<file path="config.mk">
export PLATFORM = sky130hd
export DESIGN_NAME = i2s_receiver
export DESIGN_NICKNAME = d
export VERILOG_FILES = /design/src/rtl/i2s_receiver.sv
export SDC_FILE = /design/constraint.sdc
export NUM_CORES = 1
export LEC_CHECK = 0
export ABC_AREA = 1
export BUFFER_PORTS_ARGS = -buffer_cell sky130_fd_sc_hd__clkbuf_2
export CAP_MARGIN = 20
export CORE_ASPECT_RATIO = 0.9
export CORE_UTILIZATION = 55
export CTS_CLUSTER_DIAMETER = 120
export DETAILED_ROUTE_END_ITERATION = 8
export GPL_TIMING_DRIVEN = 0
export PLACE_DENSITY = 0.82
export SLEW_MARGIN = 20
export SYNTH_ARGS = -nofsm -noshare
export SYNTH_HDL_FRONTEND = slang
export SYNTH_SLANG_ARGS = --single-unit
</file>
<file path="constraint.sdc">
create_clock -name clk -period 7.72 [get_ports clk]
set_clock_uncertainty 0.1 [all_clocks]
set_input_delay 0.386 -clock clk [delete_from_list [all_inputs] [get_ports clk]]
set_output_delay 0.386 -clock clk [all_outputs]
set_load 0.005 [all_outputs]
</file>
<file path="src/rtl/i2s_receiver.sv">
// Philips-I2S receiver: oversamples SCK/WS/SD in the clk domain and emits
// right-aligned left/right sample pairs with a one-cycle data_ready strobe.
module i2s_receiver #(
    parameter int SYNC_STAGES   = 2,
    parameter bit WS_LEFT_LEVEL = 1'b0
) (
    input  logic        clk,
    input  logic        rst,
    input  logic [2:0]  sample_size,
    input  logic        i2s_sck,
    input  logic        i2s_ws,
    input  logic        i2s_sd,
    output logic [31:0] sample_left,
    output logic [31:0] sample_right,
    output logic        data_ready,
    output logic        frame_error
);

    typedef enum logic [1:0] {HUNT, LEFT, RIGHT} state_t;

    function automatic logic [5:0] decode_width(input logic [2:0] size);
        case (size)
            3'd0:    decode_width = 6'd8;
            3'd1:    decode_width = 6'd12;
            3'd4:    decode_width = 6'd24;
            3'd5:    decode_width = 6'd32;
            default: decode_width = 6'd16;
        endcase
    endfunction

    function automatic logic [5:0] sat_inc(input logic [5:0] cnt);
        sat_inc = (cnt >= 6'd32) ? 6'd32 : cnt + 6'd1;
    endfunction

    logic [SYNC_STAGES-1:0] sck_sync_p0, ws_sync_p0, sd_sync_p0;
    logic        sck_prev_p1;
    logic        sck_s, ws_s, sd_s, sck_edge;
    logic        ws_prev;
    logic [5:0]  bit_cnt, cnt_next, n_lat;
    logic [31:0] shift_reg, sr_next, hold_left;
    logic        boundary, word_ok;
    state_t      state, state_next;

    assign sck_s    = sck_sync_p0[SYNC_STAGES-1];
    assign ws_s     = ws_sync_p0[SYNC_STAGES-1];
    assign sd_s     = sd_sync_p0[SYNC_STAGES-1];
    assign sck_edge = sck_s & ~sck_prev_p1;

    // Stage p0: pad synchronisers; stage p1: SCK edge history
    always_ff @(posedge clk) begin
        if (rst) begin
            sck_sync_p0 <= '0;
            ws_sync_p0  <= '0;
            sd_sync_p0  <= '0;
            sck_prev_p1 <= 1'b0;
        end else begin
            sck_sync_p0 <= {sck_sync_p0[SYNC_STAGES-2:0], i2s_sck};
            ws_sync_p0  <= {ws_sync_p0[SYNC_STAGES-2:0], i2s_ws};
            sd_sync_p0  <= {sd_sync_p0[SYNC_STAGES-2:0], i2s_sd};
            sck_prev_p1 <= sck_s;
        end
    end

    // The boundary bit is folded into the word before the length check.
    assign boundary = sck_edge && (ws_s != ws_prev);
    assign cnt_next = sat_inc(bit_cnt);
    assign sr_next  = (bit_cnt < n_lat) ? {shift_reg[30:0], sd_s} : shift_reg;
    assign word_ok  = (cnt_next >= n_lat);

    always_ff @(posedge clk) begin
        if (rst) state <= HUNT;
        else     state <= state_next;
    end

    always_comb begin
        state_next = state;
        if (boundary) begin
            case (state)
                HUNT:    if (ws_s == WS_LEFT_LEVEL) state_next = LEFT;
                LEFT:    state_next = word_ok ? RIGHT : HUNT;
                RIGHT:   state_next = word_ok ? LEFT : HUNT;
                default: state_next = HUNT;
            endcase
        end
    end

    // Stage p2: word assembly and output registers
    always_ff @(posedge clk) begin
        if (rst) begin
            ws_prev      <= 1'b0;
            bit_cnt      <= '0;
            shift_reg    <= '0;
            n_lat        <= 6'd16;
            sample_left  <= '0;
            sample_right <= '0;
            data_ready   <= 1'b0;
            frame_error  <= 1'b0;
        end else begin
            data_ready <= 1'b0;
            if (sck_edge) begin
                ws_prev <= ws_s;
                if (boundary) begin
                    bit_cnt   <= '0;
                    shift_reg <= '0;
                    case (state)
                        HUNT: begin
                            if (ws_s == WS_LEFT_LEVEL) n_lat <= decode_width(sample_size);
                        end
                        LEFT: begin
                            if (!word_ok) frame_error <= 1'b1;
                        end
                        RIGHT: begin
                            if (word_ok) begin
                                sample_left  <= hold_left;
                                sample_right <= sr_next;
                                data_ready   <= 1'b1;
                                n_lat        <= decode_width(sample_size);
                            end else begin
                                frame_error <= 1'b1;
                            end
                        end
                        default: ;
                    endcase
                end else begin
                    bit_cnt   <= cnt_next;
                    shift_reg <= sr_next;
                end
            end
        end
    end

    always_ff @(posedge clk) begin
        if (sck_edge && boundary && state == LEFT && word_ok) hold_left <= sr_next;
    end

endmodule

</file>
==> flow_summary.json <==
{
  "cts_root_buf": "clkbuf_16",
  "cts.repair.resized": 0,
  "tightest_slew_ns": 0.6258,
  "finalHoldViolCount": 0,
  "vias_per_cell": 5.183,
  "final-setup-viol-count": 0,
  "r2r_end": "sample_left[5]",
  "ys_types": 25,
  "crit_path_frequent_cell": "nand2_1",
  "grt_pass1_vias": 4770,
  "synthCells": 751,
  "tns_ns": 0,
  "drv_cap": 0,
  "crit_type": "flop to flop",
  "intPower_w": 0.001360,
  "hold_buffers": 0,
  "r2r_slack_ns": 4.95,
  "cts_setup_buffers": 0,
  "cts.sinks": 150,
  "hold_path_startpoint": "i2s_sck",
  "n_antenna_cell": 0,
  "synthAdderAreaFrac": 0.02671,
  "r2r_cells": 16,
  "path_cells": "ha_1 > nand2_1 > inv_1 > nand2_1 > xor2_1 > nor2_1 > ha_1 > nand2_1 > inv_1 > a21oi_1 > nand2_1 > nand3_2 > buf_4 > buf_2 > nand2_1 > a21oi_1",
  "place_inst": 957,
  "cp_data_arrival_time_ns": 3.00,
  "max_freq_mhz": 360.8,
  "drc": 0,
  "htreeDepth": 4,
  "synth_compound_area_frac": 0.09942,
  "wl_per_cell_um": 13.79,
  "post-route-period-util": 0.3591,
  "multiInputGateArea_um2": 2321,
  "power.net_switching_w": 0.0003506,
  "hold_path_depth": 3,
  "setup.worst_path.end_class": "flop",
  "grt_pass1_wl_um": 22270,
  "die-area_um2": 11500,
  "design_area_um2": 7274,
  "synth.area.mux_share": 0,
  "core_um2": 10810,
  "overflow": 0,
  "finalNonFillerCells": 989,
  "cts_tree": "done",
  "combPwrFrac": 0.026,
  "ys_seq_area_frac": 0.5456,
  "ys_warn_count": 0,
  "synth_area_um2": 6091,
  "drive_above_1_share": 0.1565,
  "power_density_nw_per_um2": 235.1,
  "cts_inserted_buffers": 17,
  "critPathMaxStageDelay_ns": 0.39,
  "synth_xor_area_frac": 0.001438,
  "io_pins": 74,
  "rsz0062_at_grt": "no",
  "gp_congestion": 0.8098,
  "critPathMaxFanout": 10,
  "synth_top_family_by_area": "simple AND/OR/NAND/NOR gates",
  "cp-start-kind": "flop",
  "synthFlopType": "dfxtp_1",
  "drtPass1Iterations": 5,
  "peakVddDrop_uv": 158.0,
  "wirelength_um": 13640,
  "seqPwrFrac": 0.470,
  "synth_edf_count": 32,
  "place_hpwl_um": 9259,
  "relSlewSlack": 0.5828,
  "drt_iter0_drc": 385,
  "synthesis.nets": 772,
  "die_y_um": 101.8,
  "status": "finished, final reports clean",
  "r2r_start": "bit_cnt[0]",
  "post_dp_cell_area_um2": 6653,
  "switching_share": 0.2049,
  "synthArstFlopShare": 0,
  "vias": 5126,
  "yosys.area.top_type": "dfxtp_1",
  "synth_area_per_cell_um2": 8.110,
  "grt_antenna_before_repair": 0,
  "cts.clk_slew.worst_paths_ns": 0.06,
  "grt_max_degree": 26,
  "crit_slowest_cell": "dfxtp_1",
  "initial_core_util": 0.5634,
  "postRouteAntennaNets": 0,
  "core.rowCount": 36,
  "min_to": "sck_sync_p0[0]",
  "slew_viol_final": 0,
  "p_clk_frac": 0.504,
  "ys_top_cells_by_area": "dfxtp_1 39%, edfxtp_1 16%, nand2_1 10%, a21oi_1 6.4%, nand3_1 5.9%",
  "ys_ff_latch": 150,
  "die_w_um": 112.9,
  "clockBufferDepth": 2,
  "area_growth_pct": 19.43,
  "seq_area_um2": 3323,
  "period_needed_ns": 2.772,
  "nets": 864,
  "synth_simple_gate_area_frac": 0.2523,
  "io_buffers": 72,
  "crit_required_ns": 7.95,
  "grtUsageTotal": 0.2506,
  "p_leak_nw": 3.058,
  "clk_latency_ns": 0.42,
  "synth_top_area_share": 0.3878,
  "fillCellCount": 874,
  "hp-class": "primary input to flop"
}
[power groups by stage]
stage | combinational [W] | clock [W] | sequential [W]
6_report | 0.0000450 | 0.000862 | 0.000804
4_1_cts | 0.0000449 | 0.000865 | 0.000804
2_1_floorplan | 0.0000306 | 0 | 0.000820
5_1_grt | 0.0000505 | 0.000898 | 0.000804
3_5_place_dp | 0.0000441 | 0 | 0.000821
3_3_place_gp | 0.0000435 | 0 | 0.000821
[cell usage after synthesis (3+ instances only)]
cell / number
nand2_1: 162
dfxtp_1: 118
nor2_1: 87
a21oi_1: 78
nand3_1: 72
inv_1: 64
and2_1: 32
edfxtp_1: 32
o21ai_1: 30
clkbuf_1: 20
buf_2: 15
ha_1: 13
o21ai_0: 8
buf_4: 7
inv_2: 3
[metal layers]
metal / global-route usage / wire length, um
met1: 0.3178 / 6247
met2: 0.4217 / 6479
met3: 0.05813 / 589
met4: 0.09717 / 318
met5: 0 / 0
[cell usage in the layout, fill, tap and decap left out, types with 3 or more instances in the layout]
| master | n |
|---|---|
| nor2_1 | 86 |
| buf_4 | 7 |
| nand2_1 | 162 |
| clkbuf_16 | 17 |
| edfxtp_1 | 32 |
| a21oi_1 | 78 |
| inv_1 | 64 |
| and2_1 | 32 |
| clkinv_2 | 4 |
| clkinvlp_4 | 4 |
| nand3_1 | 72 |
| o21ai_1 | 30 |
| bufinv_16 | 4 |
| dfxtp_1 | 118 |
| clkbuf_2 | 72 |
| o21ai_0 | 8 |
| buf_2 | 15 |
| clkbuf_1 | 20 |
| ha_1 | 13 |
| inv_2 | 3 |
[critical path: cells and delay by family, from the launching register on]
family | cells | cell delay, ns
AND/OR/NAND/NOR | 7 | 0.65
buffers and inverters | 4 | 0.59
adder cells (fa/ha/maj) | 2 | 0.44
AO/OA/AOI/OAI | 2 | 0.39
XOR/XNOR | 1 | 0.14
flip-flops | 1 | 0.39
[cells by family after synthesis]
kind of cell,after synthesis
fa+ha+maj,13
flops,150
simple gates,359
buf+inv,109
compound gates,119
xor+xnor,1
[how the worst max path moves through the flow]
stage	endpoint	slack, ns	startpoint
floorplan	hold_left[0]	4.34	bit_cnt[0]
global route	sample_left[5]	4.72	bit_cnt[0]
detailed placement	sample_left[17]	5.01	bit_cnt[0]
CTS	sample_left[5]	4.95	bit_cnt[0]
global placement	hold_left[22]	3.53	bit_cnt[0]
finish	sample_left[5]	4.95	bit_cnt[0]
[final cells by class]
| cell class | count | area share |
|---|---|---|
| Sequential cell | 150 | 0.4568 |
| Multi-Input combinational cell | 492 | 0.3191 |
| Inverter | 67 | 0.03457 |
| Tap cell | 133 | 0.02288 |
| Timing Repair Buffer | 73 | 0.05332 |
| Clock buffer | 18 | 0.06037 |
| Clock inverter | 14 | 0.02511 |
| Buffer | 42 | 0.02786 |
[stage by stage]
stage	worst slack (ns)	power [W]	util	hold WS, ns
after global placement	3.534	0.0008641	0.6122	0.2968
after CTS	4.950	0.001714	0.6729	0.05000
final	4.948	0.001711	0.6729	0.05103
after detailed placement	5.010	0.0008647	0.6154	0.2956
after global routing	4.720	0.001753	0.6729	0.06259
after floorplan	4.342	0.0008508	-	0.2883
Power figures use the tool's default switching activity.
